===== src/rtl/uart_rx_sipo.sv =====
// UART receiver: 2-flop synchroniser, mid-bit sampling, 8N1 frame to a valid/ready byte.
// Define UART_RX_PARITY_EN to add an even-parity bit and the parity_err output.
module uart_rx_sipo #(
  parameter int CLKS_PER_BIT = 868
) (
  input  logic       clk,
  input  logic       rst,
  input  logic       rx_in,
  output logic [7:0] data_out,
  output logic       data_valid,
  input  logic       data_ready,
  output logic       frame_err,
`ifdef UART_RX_PARITY_EN
  output logic       parity_err,
`endif
  output logic       overrun
);

  localparam int CW = $clog2(CLKS_PER_BIT);
  localparam int H  = CLKS_PER_BIT / 2;
  localparam logic [CW-1:0] HALF_LAST = CW'(H - 1);
  localparam logic [CW-1:0] BIT_LAST  = CW'(CLKS_PER_BIT - 1);

  typedef enum logic [2:0] {IDLE, START, DATA, PARITY, STOP, WAIT_IDLE} state_t;

  state_t        state;
  logic [CW-1:0] cnt;
  logic [2:0]    bit_idx;
  logic [7:0]    sr;
  logic          rx_meta, rx_s, rx_prev;
  logic          complete;

  // rx_prev lets IDLE react only to a genuine 1->0 transition of the synchronised line
  always_ff @(posedge clk) begin
    if (rst) begin
      rx_meta <= 1'b1;
      rx_s    <= 1'b1;
      rx_prev <= 1'b1;
    end else begin
      rx_meta <= rx_in;
      rx_s    <= rx_meta;
      rx_prev <= rx_s;
    end
  end

`ifdef UART_RX_PARITY_EN
  logic par_bad;
  assign complete = (state == STOP) && (cnt == BIT_LAST) && rx_s && !par_bad;
`else
  assign complete = (state == STOP) && (cnt == BIT_LAST) && rx_s;
`endif

  always_ff @(posedge clk) begin
    if (rst) begin
      state      <= IDLE;
      cnt        <= '0;
      bit_idx    <= '0;
      sr         <= '0;
      data_out   <= '0;
      data_valid <= 1'b0;
      frame_err  <= 1'b0;
      overrun    <= 1'b0;
`ifdef UART_RX_PARITY_EN
      par_bad    <= 1'b0;
      parity_err <= 1'b0;
`endif
    end else begin
      frame_err <= 1'b0;
      overrun   <= 1'b0;
`ifdef UART_RX_PARITY_EN
      parity_err <= 1'b0;
`endif

      // A completion coinciding with an accept reloads without dropping data_valid
      if (complete) begin
        if (!data_valid || data_ready) begin
          data_out   <= sr;
          data_valid <= 1'b1;
        end else begin
          overrun <= 1'b1;
        end
      end else if (data_valid && data_ready) begin
        data_valid <= 1'b0;
      end

      case (state)
        IDLE: begin
          if (rx_prev && !rx_s) begin
            state <= START;
            cnt   <= '0;
          end
        end
        START: begin
          if (cnt == HALF_LAST) begin
            cnt     <= '0;
            bit_idx <= '0;
            state   <= rx_s ? IDLE : DATA;
          end else begin
            cnt <= cnt + CW'(1);
          end
        end
        DATA: begin
          if (cnt == BIT_LAST) begin
            cnt <= '0;
            sr  <= {rx_s, sr[7:1]};
            if (bit_idx == 3'd7) begin
`ifdef UART_RX_PARITY_EN
              state <= PARITY;
`else
              state <= STOP;
`endif
            end else begin
              bit_idx <= bit_idx + 3'd1;
            end
          end else begin
            cnt <= cnt + CW'(1);
          end
        end
`ifdef UART_RX_PARITY_EN
        PARITY: begin
          if (cnt == BIT_LAST) begin
            cnt        <= '0;
            par_bad    <= ^{sr, rx_s};
            parity_err <= ^{sr, rx_s};
            state      <= STOP;
          end else begin
            cnt <= cnt + CW'(1);
          end
        end
`endif
        STOP: begin
          if (cnt == BIT_LAST) begin
            cnt <= '0;
            if (rx_s) begin
              state <= IDLE;
            end else begin
              frame_err <= 1'b1;
              state     <= WAIT_IDLE;
            end
          end else begin
            cnt <= cnt + CW'(1);
          end
        end
        WAIT_IDLE: begin
          if (rx_s) state <= IDLE;
        end
        default: state <= IDLE;
      endcase
    end
  end

endmodule


===== config.mk =====
export PLATFORM = sky130hd
export DESIGN_NAME = uart_rx_sipo
export DESIGN_NICKNAME = d
export VERILOG_FILES = /design/src/rtl/uart_rx_sipo.sv
export SDC_FILE = /design/constraint.sdc
export NUM_CORES = 1
export LEC_CHECK = 0
export ABC_AREA = 1
export CAP_MARGIN = 20
export CORE_UTILIZATION = 61
export DETAILED_ROUTE_END_ITERATION = 7
export GPL_ROUTABILITY_DRIVEN = 1
export PLACE_DENSITY = 0.81
export SETUP_SLACK_MARGIN = 0.02
export SLEW_MARGIN = 10
export SYNTH_ARGS = -nofsm -noshare
export SYNTH_HDL_FRONTEND = slang
export SYNTH_SLANG_ARGS = --single-unit

===== constraint.sdc =====
create_clock -name clk -period 2.7 [get_ports clk]
set_input_delay 0.54 -clock clk [delete_from_list [all_inputs] [get_ports clk]]
set_output_delay 0.54 -clock clk [all_outputs]
set_load 0.01 [all_outputs]

### Yosys cells after proc, flatten, opt, wreduce, memory -nomap -nowiden

Index checks and enable logic that the tools add are counted.

* flip-flop bits (word level): 38
* input port bits: 4

* multiplexer cells: 22
* bitwise logic cells: 3
* add/sub/neg operators: 2
* reductions and logical operators: 20
* equality and inequality tests: 15

Operator list (count)
* 10-bit 2-to-1 mux: 3
* 3-bit 2-to-1 mux: 10
* 10-bit one-hot mux with 3 select lines: 1
* 3-bit one-hot mux with 5 select lines: 1
* 2-bit inequality test (second input constant): 6
* 10-bit by 1-bit adder with 10-bit output (second input constant): 1
* 10-bit == test (second input constant): 1
* 10-bit by 9-bit == test with 1-bit output (second input constant): 1
* 3-bit == test (second input constant): 3
* 2-bit AND reduction: 4
* 3-bit one-hot mux with 2 select lines: 1
* 6-bit AND reduction: 1
* 1-bit 2-to-1 mux: 5
* 1-bit logical AND: 4
* 2-bit by 1-bit inequality test with 1-bit output (second input constant): 2
* 4-bit AND reduction: 1
* 2-bit nonzero test: 2
* 2-bit OR reduction: 2
* 3-bit by 1-bit adder with 3-bit output (second input constant): 1
* 3-bit by 1-bit == test with 1-bit output (second input constant): 1
* 3-bit by 2-bit == test with 1-bit output (second input constant): 1
* 3-bit zero test: 1
* 1-bit inverter: 3
* 3-bit nonzero test: 1
* 4 further kinds: 5

### Depth between registers and ports, before layout

* word-level depth: 5
* mapped depth: 12
* gate-level depth less buffers: 12

### Worst setup path after synthesis

Ideal clock, no wire load.

* path kind: reg2reg
* from: register cnt[0]
* to: register state[1]
* data arrival time: 1.360 ns
* stages on the path, launching flop included: 11
* period minus slack after synthesis: 1.473 ns
* slack: 1.227 ns
* setup time: 0.113 ns
* data required time: 2.587 ns
* path through: dfxtp_1 > ha_1 > nand2_1 > nor2_2 > nand3_4 > nand2_1 > nand2_1 > nor2_2 > nand2_1 > nand2_1 > nor2_1

* word-level cells in the longest chain between the ends: 3
* elaborated cells on any way between the ends: 6
* those cells by class: eq/ne (5); reduce/logical (1)

Ends and longest elaborated chain
* start: declaration: line 27 `logic [CW-1:0] cnt;`
* start signal: assignment: line 99 `cnt <= cnt + CW'(1);`
* start signal: assignment: line 116 `cnt <= cnt + CW'(1);`
* start signal: assignment: line 141 `cnt <= cnt + CW'(1);`
* 10-bit == test / 10-bit by 9-bit == test with 1-bit output (equally long branches): line 103, 132, 94
* 2-bit inequality test (no source line) / 2-bit by 1-bit inequality test with 1-bit output (equally long branches)
* 6-bit AND reduction (no source line) *
* end signal: assignment: line 97 `state <= rx_s ? IDLE : DATA;`
* end: declaration: line 26 `state_t state;`

Every way passes the cells marked *; elsewhere a longest branch is shown, timed or not.
A chain may end at the register's enable or synchronous reset.

### Worst setup path after layout

* from: register data_out[4]
* to: output port data_out[4]

RTL lines
* start: declaration: line 9 `output logic [7:0] data_out,`
* start signal: assignment: line 77 `data_out <= sr;`

No word-level cell between the ends.

==> metrics.md <==
| Metric | Value |
|---|---|
| WP data required | around 2.2 ns |
| Total inserted antenna cells | 0 |
| Cell with the most instances after synthesis | nand2_1 |
| CP endpoint kind | primary output |
| Root buf cell | clkbuf_4 |
| CTS tree | built |
| Status | finished clean |
| Pleak | 0.960 nW |
| Area grow syn2layout | 11.4% |
| Clk Latency, worst-skew pair | 0.34 ns |
| CTS Hold Buffers Added | 0 |
| CP top delay family | buffers and inverters |
| Number of top-level pins | 15 |
| Unique masters post-synth | 28 |
| Min Tclk post-route | about 1.8 ns |
| Clock Sinks | 38 |
| Design Power | between 0.0015 and 0.002 W |
| Slew margin rel. | between 60% and 70% |
| WL/cell | slightly above 10 µm |
| Power share of the clock group | 18.8% |
| Dpl hpwl | 2300 µm |
| Seq pwr share | 43.0% |
| Vias in the first global route | 1,347 |
| 1st-pass router iterations | 5 |
| Die W | 56.6 µm |
| Row count | 19 |
| # setup viols final | 0 |
| DRT iter0 DRCs | 40 |
| Synthesized instance count | around 270 |
| Worst Max-Slew Pin Slew | 0.570 ns |
| Crit path max fanout | 2 |
| Fraction of layout cells with a size suffix above 1 | under 10% |
| Multi-input gate area | 888 µm² |
| RSZ-0062 raised after global routing | no |
| Kind of critical path | reg -> out |
| Startpoint types | flop |
| Main synth FF type | dfxtp_1 |
| Final period util | 65.2% |
| Starting density of the core | approximately two thirds |
| Synth warn | 0 |
| Vias after detailed routing | about 1,600 |
| Register Area | 761 µm² |
| Total CTS buffers | 5 |
| GRT Resource Usage Total | around 22% |
| #FFs+latches synth | 38 |
| Switching Share | around two fifths |
| Detailed-route DRC error count | 0 |
| Grt total ovfl | 0 |
| First-pass GRT wire length | between 5000 and 6000 µm |
| Average size of a mapped cell | 6.81 µm² |
| Hold Path Class | reg -> reg |
| Logic gate share of total power | around two fifths |
| EDFF count, synth | 0 |
| Top cells by area, synth | dfxtp_1, nand2_1, nor2_1 |
| Vias/cell | approximately 4.9 |
| Final core occ | ~73% |
| Detail Route Antenna Nets | 0 |
| Max-cap violations | 0 |
| Psw | approximately 0.00062 W |
| Setup TNS | 0 ns |
| Worst Path Buf+Inv | 1 |
| Pwr/cell area | roughly 760 mW/mm² |
| Post_cts resized | 0 |
| Slowest stage delay, CP | between 0.5 and 0.6 ns |
| Detailed-route wire length | about 3200 µm |
| Final Hold Fails | 0 |
| Int Pwr | 0.000919 W |
| Initial antenna violation count | 0 |
| Port buffer count | 14 |
| Sequential area share after synthesis | a little over two fifths |
| Cell Area, Synth | between 0.0015 and 0.002 mm² |
| Top cell type by total area after synthesis | dfxtp_1 |
| Synth top area share | between 40% and 50% |
| Final layout net count | about 290 |
| Mapped Nets | 275 |
| Chip height | 56.6 µm |
| Post-CTS setup buffers | 0 |
| Core Region | 0.00278 mm² |
| Worst path arrival time | approximately 1.2 ns |
| VDD IR max | about 0.80 mV |
| Fin Clk Skew | between 0.01 and 0.015 ns |
| Pins Over Slew Limit | 0 |
| Largest net degree at the start of global routing | 18 |
| Ys async rst share | 0% |
| Max Freq | 568 MHz |
| Cells traversed along the worst timing path | clkdlybuf4s50_1 |
| Clock Path Buffers | 2 |
| Clock transition at the registers of the reported paths | 0.10 ns |
| Die ar. | 0.00320 mm² |
| Number of fill cells | 245 |
| Post-synth top cells | nand2_1, nor2_1, dfxtp_1, inv_1 |
| Critical path's slowest cell | clkdlybuf4s50_1 |
| Fin Hold WS | around 0.43 ns |
| H-tree levels | 2 |
| Routability cong. | 0.817 |
## stage by stage
step	std cells	setup WS [ns]	cell area, µm²
after global placement	309	0.766	1970
after CTS	315	0.929	2030
final	315	0.941	2030
after floorplan	267	1.23	1820
after global routing	315	0.815	2030
after detailed placement	309	0.693	1970
## power groups by stage
stage | logic (W) | registers, W | clock network [W]
floorplan | 0.000503 | 0.000665 | 0
detailed placement | 0.000590 | 0.000676 | 0
finish | 0.000589 | 0.000664 | 0.000289
CTS | 0.000597 | 0.000663 | 0.000297
global placement | 0.000583 | 0.000675 | 0
global route | 0.000681 | 0.000671 | 0.000323
## layout make-up
cell class / count / share of cell area, %
Timing Repair Buffer: 15 / 7.29
Clock buffer: 6 / 2.53
Sequential cell: 38 / 37.6
Inverter: 37 / 6.86
Tap cell: 31 / 1.91
Multi-Input combinational cell: 188 / 43.9
## cell usage in the layout, fill, tap and decap left out, types with 2 or more instances in the layout
| cell | count |
|---|---|
| nand2_1 | 69 |
| nor2_1 | 61 |
| dfxtp_1 | 38 |
| inv_1 | 34 |
| clkdlybuf4s50_1 | 14 |
| o21ai_0 | 12 |
| nand3_1 | 12 |
| a21oi_1 | 5 |
| clkbuf_4 | 5 |
| ha_1 | 4 |
| nand2_2 | 3 |
| nor2_4 | 3 |
| nor3_1 | 3 |
| nor2_2 | 2 |
| nand3_4 | 2 |
| xor2_1 | 2 |
| or2_2 | 2 |
| inv_2 | 2 |
## registers in the layout, summed over array words and instances, names as in the netlist
register / count
cnt: 10
data_out: 8
sr: 8
bit_idx: 3
state: 3
data_valid: 1
frame_err: 1
overrun: 1
rx_meta: 1
rx_prev: 1
rx_s: 1
## logic make-up after synthesis
kind of cell               share of synthesized area (%)
and+or+nand+nor                                     39.0
adders and majority gates                           2.75
xor gates and xnor gates                           0.964
buffers and inverters                               9.29
AOI/OAI and AO/OA                                   6.13
DFF                                                 41.8
## layer usage
layer	GRT usage, %	up-vias	routed length (µm)
li1	-	849	-
met1	25.4	678	1520
met2	36.6	21	1490
met3	6.45	8	105
met4	8.01	0	48
met5	0	-	0
## final timing paths
path         slack (ns)                    end                startpoint  depth (start not counted)
max                0.94            data_out[4]  data_out[4]$_SDFFE_PP0P_                          1
min                0.43        rx_s$_SDFF_PP1_        rx_meta$_SDFF_PP1_                          1
max reg2reg        0.99  state[2]$_SDFFE_PP0P_       cnt[0]$_SDFFE_PP0P_                         10
min reg2reg        0.43        rx_s$_SDFF_PP1_        rx_meta$_SDFF_PP1_                          1
(Power assumes the default switching activity.)
